[src/rtl/comma_aligner_8b10b_pkg.sv]
// Shared 8b/10b constants, sync-state encoding and window helpers for the comma aligner.
package enc8b10b_pkg;

    localparam int WORD_W = 10;

    localparam logic [6:0] COMMA_P = 7'b0011111;
    localparam logic [6:0] COMMA_N = 7'b1100000;

    localparam logic [9:0] K28_5_RDN = 10'h0FA;
    localparam logic [9:0] K28_5_RDP = 10'h305;

    typedef enum logic [1:0] {
        LOS  = 2'd0,
        ACQ  = 2'd1,
        SYNC = 2'd2
    } sync_state_e;

    function automatic logic is_comma(input logic [6:0] bits);
        return (bits == COMMA_P) || (bits == COMMA_N);
    endfunction

    // Code group starting k bits below the top of the two-word window.
    function automatic logic [WORD_W-1:0] word_at(input logic [2*WORD_W-1:0] win,
                                                  input logic [3:0]          k);
        logic [2*WORD_W-1:0] shifted;
        shifted = win << k;
        return shifted[2*WORD_W-1:WORD_W];
    endfunction

endpackage

[src/rtl/comma_aligner_8b10b_if.sv]
// Raw-word input and aligned-word output bundle between deserializer, aligner and decoder.
interface comma_aligner_8b10b_if;
    import enc8b10b_pkg::*;

    logic              en;
    logic [WORD_W-1:0] din;
    logic              code_err;
    logic [WORD_W-1:0] dout;
    logic              dout_valid;
    logic              comma;
    logic              lock;
    logic [3:0]        align_off;

    modport master (
        output en, din, code_err,
        input  dout, dout_valid, comma, lock, align_off
    );

    modport slave (
        input  en, din, code_err,
        output dout, dout_valid, comma, lock, align_off
    );

endinterface

[src/rtl/comma_aligner_8b10b_detect.sv]
// Searches all ten bit offsets of the {prev, din} window for a comma; lowest offset wins.
module comma_detect_8b10b
    import enc8b10b_pkg::*;
(
    input  logic [2*WORD_W-1:0] win,
    output logic [WORD_W-1:0]   match,
    output logic [3:0]          hit_off
);

    for (genvar k = 0; k < WORD_W; k++) begin : g_off
        assign match[k] = is_comma(win[2*WORD_W-1-k -: 7]);
    end

    // Scan downward so the lowest matching offset is the one left standing.
    always_comb begin
        hit_off = '0;
        for (int i = WORD_W - 1; i >= 0; i--) begin
            if (match[i]) hit_off = 4'(i);
        end
    end

endmodule

[src/rtl/comma_aligner_8b10b.sv]
// Word aligner feeding decoder_8b10b: finds the K28.5 boundary and tracks sync with the decoder's code_err.
//   state | meaning
//   LOS   | no boundary; searching every offset for a comma
//   ACQ   | candidate offset found; counting consecutive commas there
//   SYNC  | locked; offset frozen, code errors tracked with leaky counter
module comma_aligner_8b10b
    import enc8b10b_pkg::*;
#(
    parameter int unsigned LOCK_COMMAS = 3,
    parameter int unsigned LOSS_ERRS   = 4,
    parameter int unsigned GOOD_RUN    = 4
) (
    input  logic                   clk,
    input  logic                   rst,
    comma_aligner_8b10b_if.slave   bus
);

    localparam int CC_W = $clog2(LOCK_COMMAS + 1);
    localparam int EC_W = $clog2(LOSS_ERRS + 1);
    localparam int GC_W = $clog2(GOOD_RUN + 1);

    localparam logic [CC_W-1:0] CC_ONE  = CC_W'(1);
    localparam logic [CC_W-1:0] CC_LAST = CC_W'(LOCK_COMMAS - 1);
    localparam logic [CC_W-1:0] CC_FULL = CC_W'(LOCK_COMMAS);
    localparam logic [EC_W-1:0] EC_ONE  = EC_W'(1);
    localparam logic [EC_W-1:0] EC_LAST = EC_W'(LOSS_ERRS - 1);
    localparam logic [EC_W-1:0] EC_FULL = EC_W'(LOSS_ERRS);
    localparam logic [GC_W-1:0] GC_ONE  = GC_W'(1);
    localparam logic [GC_W-1:0] GC_LAST = GC_W'(GOOD_RUN - 1);

    sync_state_e         state;
    logic [WORD_W-1:0]   prev;
    logic [WORD_W-1:0]   dout_q;
    logic                dv_q;
    logic                comma_q;
    logic                lock_q;
    logic [3:0]          off_q;
    logic [CC_W-1:0]     comma_cnt;
    logic [EC_W-1:0]     err_cnt;
    logic [GC_W-1:0]     good_cnt;

    logic [2*WORD_W-1:0] win;
    logic [WORD_W-1:0]   match;
    logic [3:0]          hit_off;
    logic                any_hit;
    logic [WORD_W-1:0]   cur_word;
    logic                cur_comma;
    logic [WORD_W-1:0]   hit_word;

    assign win       = {prev, bus.din};
    assign any_hit   = |match;
    assign cur_word  = word_at(win, off_q);
    assign cur_comma = is_comma(cur_word[WORD_W-1:WORD_W-7]);
    assign hit_word  = word_at(win, hit_off);

    comma_detect_8b10b u_detect (
        .win     (win),
        .match   (match),
        .hit_off (hit_off)
    );

    always_ff @(posedge clk or negedge rst) begin
        if (!rst) begin
            state     <= LOS;
            prev      <= '0;
            dout_q    <= '0;
            dv_q      <= 1'b0;
            comma_q   <= 1'b0;
            lock_q    <= 1'b0;
            off_q     <= '0;
            comma_cnt <= '0;
            err_cnt   <= '0;
            good_cnt  <= '0;
        end else if (!bus.en) begin
            dv_q    <= 1'b0;
            comma_q <= 1'b0;
        end else begin
            prev    <= bus.din;
            dout_q  <= cur_word;
            comma_q <= cur_comma;
            unique case (state)
                LOS: begin
                    if (any_hit) begin
                        state     <= ACQ;
                        off_q     <= hit_off;
                        comma_cnt <= CC_ONE;
                        dout_q    <= hit_word;
                        comma_q   <= 1'b1;
                        dv_q      <= 1'b1;
                    end else begin
                        dv_q <= 1'b0;
                    end
                end
                ACQ: begin
                    if (bus.code_err) begin
                        state     <= LOS;
                        comma_cnt <= '0;
                        dv_q      <= 1'b0;
                    end else begin
                        dv_q <= 1'b1;
                        if (cur_comma) begin
                            if (comma_cnt == CC_LAST) begin
                                state     <= SYNC;
                                lock_q    <= 1'b1;
                                comma_cnt <= CC_FULL;
                                err_cnt   <= '0;
                                good_cnt  <= '0;
                            end else begin
                                comma_cnt <= comma_cnt + CC_ONE;
                            end
                        end else if (any_hit) begin
                            off_q     <= hit_off;
                            comma_cnt <= CC_ONE;
                            dout_q    <= hit_word;
                            comma_q   <= 1'b1;
                        end
                    end
                end
                SYNC: begin
                    if (bus.code_err) begin
                        good_cnt <= '0;
                        if (err_cnt == EC_LAST) begin
                            state   <= LOS;
                            lock_q  <= 1'b0;
                            dv_q    <= 1'b0;
                            err_cnt <= EC_FULL;
                        end else begin
                            err_cnt <= err_cnt + EC_ONE;
                            dv_q    <= 1'b1;
                        end
                    end else begin
                        dv_q <= 1'b1;
                        if (good_cnt == GC_LAST) begin
                            good_cnt <= '0;
                            if (err_cnt != '0) err_cnt <= err_cnt - EC_ONE;
                        end else begin
                            good_cnt <= good_cnt + GC_ONE;
                        end
                    end
                end
                default: state <= LOS;
            endcase
        end
    end

    assign bus.dout       = dout_q;
    assign bus.dout_valid = dv_q;
    assign bus.comma      = comma_q;
    assign bus.lock       = lock_q;
    assign bus.align_off  = off_q;

endmodule

[src/flat_wrapper.sv]
// flat-port wrapper written by rule: the top's interface ports become plain ports
module comma_aligner_8b10b_flat import enc8b10b_pkg::*;
#(
    parameter int unsigned LOCK_COMMAS = 3,
    parameter int unsigned LOSS_ERRS   = 4,
    parameter int unsigned GOOD_RUN    = 4
)
  (clk, rst, bus_en, bus_din, bus_code_err, bus_dout, bus_dout_valid, bus_comma, bus_lock, bus_align_off);
  comma_aligner_8b10b_if bus_i ();
  input  logic clk;
  input  logic rst;
  input wire logic [$bits(bus_i.en)-1:0] bus_en;
  input wire logic [$bits(bus_i.din)-1:0] bus_din;
  input wire logic [$bits(bus_i.code_err)-1:0] bus_code_err;
  output wire logic [$bits(bus_i.dout)-1:0] bus_dout;
  output wire logic [$bits(bus_i.dout_valid)-1:0] bus_dout_valid;
  output wire logic [$bits(bus_i.comma)-1:0] bus_comma;
  output wire logic [$bits(bus_i.lock)-1:0] bus_lock;
  output wire logic [$bits(bus_i.align_off)-1:0] bus_align_off;
  assign bus_i.en = bus_en;
  assign bus_i.din = bus_din;
  assign bus_i.code_err = bus_code_err;
  assign bus_dout = bus_i.dout;
  assign bus_dout_valid = bus_i.dout_valid;
  assign bus_comma = bus_i.comma;
  assign bus_lock = bus_i.lock;
  assign bus_align_off = bus_i.align_off;
  comma_aligner_8b10b #(.LOCK_COMMAS(LOCK_COMMAS), .LOSS_ERRS(LOSS_ERRS), .GOOD_RUN(GOOD_RUN)) u_core (.clk(clk), .rst(rst), .bus(bus_i));
endmodule
[config.mk]
export PLATFORM = sky130hd
export DESIGN_NAME = comma_aligner_8b10b_flat
export DESIGN_NICKNAME = d
export VERILOG_FILES = /design/src/rtl/comma_aligner_8b10b_pkg.sv /design/src/rtl/comma_aligner_8b10b_if.sv /design/src/rtl/comma_aligner_8b10b_detect.sv /design/src/rtl/comma_aligner_8b10b.sv /design/src/flat_wrapper.sv
export SDC_FILE = /design/constraint.sdc
export NUM_CORES = 1
export LEC_CHECK = 0
export CAP_MARGIN = 5
export CORE_ASPECT_RATIO = 1.5
export CORE_MARGIN = 10
export CORE_UTILIZATION = 50
export DETAILED_ROUTE_END_ITERATION = 10
export PLACE_DENSITY = 0.74
export SLEW_MARGIN = 25
export SYNTH_ARGS = -nofsm -noshare
export SYNTH_HDL_FRONTEND = slang
export SYNTH_SLANG_ARGS = --single-unit
[constraint.sdc]
create_clock -name clk -period 3.3 [get_ports clk]
set_input_delay 0.825 -clock clk [delete_from_list [all_inputs] [get_ports clk]]
set_output_delay 0.825 -clock clk [all_outputs]
set_load 0.01 [all_outputs]
==> run_results.csv, run 1 <==
group,metric,value,unit
status,status,"finished clean",
power_and_ir_drop,clkPwrFrac,0.110,
synthesis,synth_area,0.00376,mm^2
floorplanning,die_w,90.8,um
finish,area_growth,28.2,%
timing,report.final.slew_viol_count,0,
worst_setup_path,reg2reg_to,"u_core.bus.dout[7]$_DFFE_PN0P_",
clock_network,cts_made_buffers,5,
power_and_ir_drop,power.leakage,2.13,nW
synthesis,ys_async_sr_fraction,1.00,
worst_setup_path,worst_setup_path_end_kind,"flop",
worst_setup_path,path_max_fanout,6,
power_and_ir_drop,switchingPower,0.00137,W
min_path,holdPathEnd,"u_core.good_cnt[2]$_DFFE_PN0P_",
routing,routedWlPerCell,19.4,um
finish,n_antenna_cell,0,
routing,dr.first_iter.drc_count,359,
finish,nets,530,
routing,via_per_inst,6.29,
clock_network,max-clock-path-buffers,2,
power_and_ir_drop,pwr-share-seq,0.233,
worst_setup_path,ff2ff_path_depth,10,
synthesis,synthDistinctLibCells,86,
synthesis,synth_top_flop_cell,"dfrtp_1",
job,maxCapViolCount,0,
routing,drcViolationCount,0,
global_routing,antenna_found_initial,0,
floorplanning,die_area,0.0115,mm^2
clock_network,cts_tree,"yes",
synthesis,ys_ff_latch,37,
timing,worstMarginPinSlew,0.866,ns
synthesis,synth-edff-count,0,
timing,hold_ws,0.500,ns
worst_setup_path,critPathRequiredTime,3.49,ns
finish,fillers,609,
worst_setup_path,critPathArrivalTime,3.41,ns
clock_network,ctsHtreeMaxLevel,2,
clock_network,numClockSinks,37,
timing,rsz0062_at_grt,"false",
min_path,hold_path_class,"flop to flop",
routing,firstDrtPassIters,5,
power_and_ir_drop,power.total,0.00316,W
worst_setup_path,reg2reg_from,"u_core.prev[2]$_DFFE_PN0P_",
synthesis,yosysWarnings,0,
timing,slew_headroom,0.423,
power_and_ir_drop,swShare,0.432,
floorplanning,die_h,126,um
timing,fin_crit,3.22,ns
global_routing,grt_max_degree,38,
global_routing,grt_usage,0.197,
global_routing,grt_first_pass_wirelength,18800,um
floorplanning,core_area,0.00727,mm^2
global_routing,grt.overflow.total,0,
place,routabilityCongestion,0.958,
floorplanning,std_cell_rows,38,
timing,setup_viol,0,
timing,fmax,0.311,GHz
worst_setup_path,worst_setup_path_start_kind,"primary input",
power_and_ir_drop,vdd_ir_drop_max,539,uV
routing,wirelength,11800,um
min_path,holdCritStartpoint,"u_core.good_cnt[2]$_DFFE_PN0P_",
place,hpwl,9070,um
min_path,hold_depth,1,
worst_setup_path,path_class,"primary input to flop",
worst_setup_path,r2r_slack,0.09,ns
finish,layout-drive-gt1-share,0.331,
power_and_ir_drop,p_per_area,655,mW/mm^2
timing,clock-skew-final,0.0129,ns
clock_network,cts-root-buf,"clkbuf_8",
clock_network,clkTransAtPathRegs,0.09,ns
timing,fin_crit_sh,0.975,
power_and_ir_drop,combPwrFrac,0.657,
synthesis,synthCells,421,
worst_setup_path,worstSetupStartpoint,"bus_din[8]",
clock_network,hold_buffers,0,
synthesis,synth_nets,444,
global_routing,grt_pass1_vias,3785,
synthesis,syn-mean-instance-area,8.94,um^2
floorplanning,start_util,0.517,
timing,hold_viol_final,0,
clock_network,clk_latency,0.30,ns
place,numPortBuffers,30,
floorplanning,io_pins,31,
routing,ant_nets,0,
routing,vias,3823,
synthesis,synth_seq_area_share,0.246,
power_and_ir_drop,internal-power,0.00180,W
[power groups by stage]
stage	Combinational (W)	Sequential, W	Clock [W]
6_report	0.00208	0.000737	0.000347
5_1_grt	0.00224	0.000755	0.000369
4_1_cts	0.00197	0.000733	0.000349
3_5_place_dp	0.00187	0.000740	0
3_3_place_gp	0.00184	0.000736	0
2_1_floorplan	0.00119	0.000697	0
[worst max-delay path: stages]
cell,delay (ns)
buf_4,0.13
buf_6,0.13
mux4_2,0.47
mux4_2,0.55
buf_6,0.15
a2111oi_4,0.18
mux2_4,0.28
a31oi_1,0.11
nand3b_4,0.20
or2_4,0.27
mux2i_1,0.12
[how the worst max path moves through the flow]
| stage | endpoint | slack, ns | depth (start not counted) |
|---|---|---|---|
| CTS | u_core.bus.dout[6]$_DFFE_PN0P_ | 0.001 | 10 |
| global placement | u_core.bus.dout[7]$_DFFE_PN0P_ | -0.69 | 12 |
| detailed placement | u_core.err_cnt[1]$_DFFE_PN0P_ | -0.69 | 10 |
| finish | u_core.err_cnt[1]$_DFFE_PN0P_ | 0.08 | 11 |
| global route | u_core.bus.dout[9]$_DFFE_PN0P_ | 0.01 | 12 |
| floorplan | u_core.bus.dout[6]$_DFFE_PN0P_ | -0.008 | 10 |
[state kept, by name, summed over array words and instances (netlist names)]
signal,count
u_core.bus.lock,1
u_core.bus.dout_valid,1
u_core.bus.dout,10
u_core.bus.comma,1
u_core.state,2
u_core.good_cnt,3
u_core.bus.align_off,4
u_core.comma_cnt,2
u_core.err_cnt,3
u_core.prev,10
[cell type report]
class,instances,area [um^2],share of cell area
tap,100,125,0.0259
inverter,20,75.1,0.0156
clock inverter,3,25.0,0.00519
multi-input combinational,331,2700,0.559
timing repair buffer,112,903,0.187
sequential,37,932,0.193
clock buffer,5,68.8,0.0143
[repair_timing]
action / 4_1_cts / 5_1_grt
pin swaps: 5 / 11
buffers inserted: 2 / 7
endpoints found under the setup margin: 24 / 18
gates resized for setup: 31 / 35
cloned: 0 / 0
[cell families after synthesis]
family	count (synthesis)	synth area share
compound gates	127	0.253
fa+ha+maj	9	0.0299
buf+inv	53	0.0672
flops	37	0.246
mux	51	0.184
simple gates	144	0.221
[Yosys cell counts, types with 5 or more instances]
cell type / count / share of area
a21oi_1: 21 / 0.028
a21o_1: 6 / 0.012
mux4_2: 13 / 0.078
inv_1: 17 / 0.017
o21ai_0: 26 / 0.035
buf_2: 10 / 0.013
dfrtp_1: 37 / 0.25
ha_1: 9 / 0.030
nor3_1: 11 / 0.015
a211oi_1: 5 / 0.010
nand2_1: 31 / 0.031
or2_2: 5 / 0.0083
o21a_1: 6 / 0.012
clkbuf_1: 14 / 0.014
mux2_2: 9 / 0.027
mux2i_1: 27 / 0.072
nor2b_1: 7 / 0.012
nor2_1: 35 / 0.035
nand3_1: 12 / 0.016
[routing by layer]
| metal | track usage | wire, um | vias to the layer above |
|---|---|---|---|
| li1 | - | - | 1771 |
| met1 | 0.211 | 4470 | 1887 |
| met2 | 0.362 | 6260 | 128 |
| met3 | 0.0273 | 480 | 37 |
| met4 | 0.110 | 585 | 0 |
| met5 | 0 | 0 | - |
[per-stage QoR]
step	setup TNS [ns]	instance area, um^2	util	worst slack (ns)	std cells
global route	0	4830	0.663	0.0147	608
global placement	-14.12	4570	0.629	-0.686	593
detailed placement	-15.09	4570	0.629	-0.694	593
floorplan	-0.0158	3770	-	-0.00803	421
CTS	0	4740	0.652	0.00132	603
finish	0	4830	0.663	0.0811	608
[cells in the final DEF (no fill, tap or decap), types with 6 or more instances in the layout]
cell | Yosys | final
a21o_1 | 6 | 6
a21oi_1 | 21 | 19
buf_4 | 3 | 78
clkdlybuf4s50_1 | 0 | 19
dfrtp_1 | 37 | 32
ha_1 | 9 | 9
inv_1 | 17 | 17
mux2_2 | 9 | 8
mux2i_1 | 27 | 26
mux4_2 | 13 | 13
nand2_1 | 31 | 30
nand3_1 | 12 | 11
nor2_1 | 35 | 33
nor2b_1 | 7 | 6
nor3_1 | 11 | 10
o21a_1 | 6 | 6
o21ai_0 | 26 | 25
(Power assumes the default switching activity.)
==> run 2: changes to the inputs <==
clock period = 3.5 ns   (was 3.3 ns; I/O delays follow)
==> run_results.csv, run 2 (synthesized netlist as in run 1, its figures left out) <==
group,metric,value,unit
status,status,"finished clean",
finish,nets,521,
place,routabilityCongestion,0.918,
min_path,holdCritStartpoint,"u_core.bus.dout[4]$_DFFE_PN0P_",
worst_setup_path,r2r_slack,0.22,ns
routing,wirelength,11600,um
worst_setup_path,critPathBufInv,1,
min_path,holdPathEnd,"u_core.bus.dout[4]$_DFFE_PN0P_",
worst_setup_path,cpLargestDelayFamily,"multiplexers",
timing,slew_headroom,0.407,
clock_network,cts_tree,"yes",
floorplanning,die_h,126,um
worst_setup_path,ff2ff_path_depth,10,
timing,setup_viol,0,
clock_network,max-clock-path-buffers,2,
floorplanning,die_area,0.0115,mm^2
min_path,hold_path_class,"flop to flop",
routing,firstDrtPassIters,5,
clock_network,numClockSinks,37,
worst_setup_path,reg2reg_from,"u_core.bus.align_off[3]$_DFFE_PN0P_",
worst_setup_path,worst_setup_path_start_kind,"primary input",
floorplanning,start_util,0.517,
floorplanning,core_area,0.00727,mm^2
routing,vias,3797,
finish,layout-drive-gt1-share,0.279,
clock_network,clkTransAtPathRegs,0.07,ns
floorplanning,io_pins,31,
worst_setup_path,worst_path_max_delay_cell,"mux4_2",
clock_network,hold_buffers,0,
timing,fin_crit,3.41,ns
power_and_ir_drop,vdd_ir_drop_max,576,uV
timing,report.final.slew_viol_count,0,
place,hpwl,8800,um
routing,dr.first_iter.drc_count,262,
worst_setup_path,critPathArrivalTime,3.59,ns
global_routing,grt.overflow.total,0,
clock_network,cts-root-buf,"clkbuf_8",
finish,n_antenna_cell,0,
worst_setup_path,critPathRequiredTime,3.68,ns
timing,fmax,0.293,GHz
finish,area_growth,24.1,%
worst_setup_path,path_max_fanout,8,
job,maxCapViolCount,0,
finish,postLayoutCellArea,0.00467,mm^2
worst_setup_path,cp_slowest_stage_delay,0.56,ns
floorplanning,die_w,90.8,um
routing,via_per_inst,6.35,
global_routing,antenna_found_initial,0,
worst_setup_path,critical_path_cell_count,10,
global_routing,grt_max_degree,38,
finish,final_common_cell,"buf_4",
worst_setup_path,path_class,"primary input to flop",
routing,drcViolationCount,0,
power_and_ir_drop,power.leakage,2.06,nW
worst_setup_path,cp_cell_sequence,"dlygate4sd2_1, mux4_2, mux2_2, nand3b_1, a2111oi_4, mux2_4, a31oi_1, nand3b_4, or2_4, mux2i_1",
floorplanning,std_cell_rows,38,
clock_network,ctsHtreeMaxLevel,2,
routing,ant_nets,0,
timing,fin_tns_setup,0,ns
global_routing,grt_usage,0.197,
power_and_ir_drop,p_per_area,609,mW/mm^2
min_path,hold_depth,1,
place,placed_area,0.00453,mm^2
routing,routedWlPerCell,19.4,um
global_routing,grt_first_pass_wirelength,18800,um
clock_network,cts_made_buffers,5,
global_routing,grt_pass1_vias,3788,
worst_setup_path,reg2reg_to,"u_core.err_cnt[1]$_DFFE_PN0P_",
clock_network,clk_latency,0.30,ns
timing,fin_crit_sh,0.974,
timing,worstMarginPinSlew,0.889,ns
timing,hold_viol_final,0,
place,numPortBuffers,30,
worst_setup_path,worst_setup_path_end_kind,"flop",
timing,clock-skew-final,0.00298,ns
finish,layout_common_cells,"buf_4 (72), dfrtp_1 (37), nor2_1 (35)",
==> run 2: cell types whose count changed in the layout (fill, tap and decap cells not counted), moves of 4 or more <==
| cell | delta |
|---|---|
| buf_4 | -6 |
| dlygate4sd2_1 | +5 |
| dfrtp_2 | -5 |
| dfrtp_1 | +5 |
| buf_6 | -4 |
==> run 2: timing repair <==
action | 4_1_cts | 5_1_grt
pin swaps | 0 | 3
cloned | 0 | 0
gates resized for setup | 12 | 11
endpoints found under the setup margin | 23 | 17
buffers inserted | 2 | 1
==> run 2: metrics by stage <==
step | hold WS (ns) | utilization | setup slack [ns] | instances | power [W]
floorplan | 0.454 | - | 0.0997 | 421 | 0.00178
global placement | 0.463 | 0.623 | -0.523 | 588 | 0.00244
detailed placement | 0.483 | 0.623 | -0.542 | 588 | 0.00246
CTS | 0.499 | 0.638 | 0.0113 | 597 | 0.00281
global route | 0.509 | 0.642 | -0.000725 | 598 | 0.00302
finish | 0.491 | 0.642 | 0.0901 | 598 | 0.00284
==> run 2: per-layer routing <==
layer | global-route usage | wire length (um)
met1 | 0.205 | 4360
met2 | 0.362 | 6020
met5 | 0 | 0
met3 | 0.0357 | 666
met4 | 0.105 | 541
==> run 2: worst max path at each step <==
stage                                                      to  slack (ns)       start
after global routing            u_core.err_cnt[1]$_DFFE_PN0P_     -0.0007  bus_din[4]
after CTS                       u_core.err_cnt[1]$_DFFE_PN0P_        0.01  bus_din[8]
after floorplan           u_core.bus.align_off[0]$_DFFE_PN0P_         0.1  bus_din[5]
final                           u_core.err_cnt[1]$_DFFE_PN0P_        0.09  bus_din[4]
after detailed placement       u_core.bus.dout[7]$_DFFE_PN0P_       -0.54  bus_din[9]
after global placement          u_core.err_cnt[0]$_DFFE_PN0P_       -0.52  bus_din[8]
==> run 2: cell type report <==
cell class	instances	area, um^2
clock buffers	7	86.3
fillers	647	2610
inverters	20	75.1
multi-input cells	331	2630
flip-flops and latches	37	926
well taps	100	125
repair buffers	103	830
==> run 2: where the power goes <==
part	total, W	internal, W	switching (W)
Sequential	0.000688	0.000542	0.000146
Combinational	0.00184	0.000943	0.000899
Clock	0.000315	0.000156	0.000159
Total	0.00284	0.00164	0.00120
==> run 2: worst register-to-register path, stage by stage (launching register included) <==
cell      delay (ns)
dfrtp_1         0.67
buf_4           0.24
mux4_2          0.54
a221o_1         0.43
a21oi_2         0.15
o2111a_1        0.19
mux2_4          0.21
a31oi_1         0.11
nand3b_4        0.20
or2_4           0.28
mux2i_1         0.13
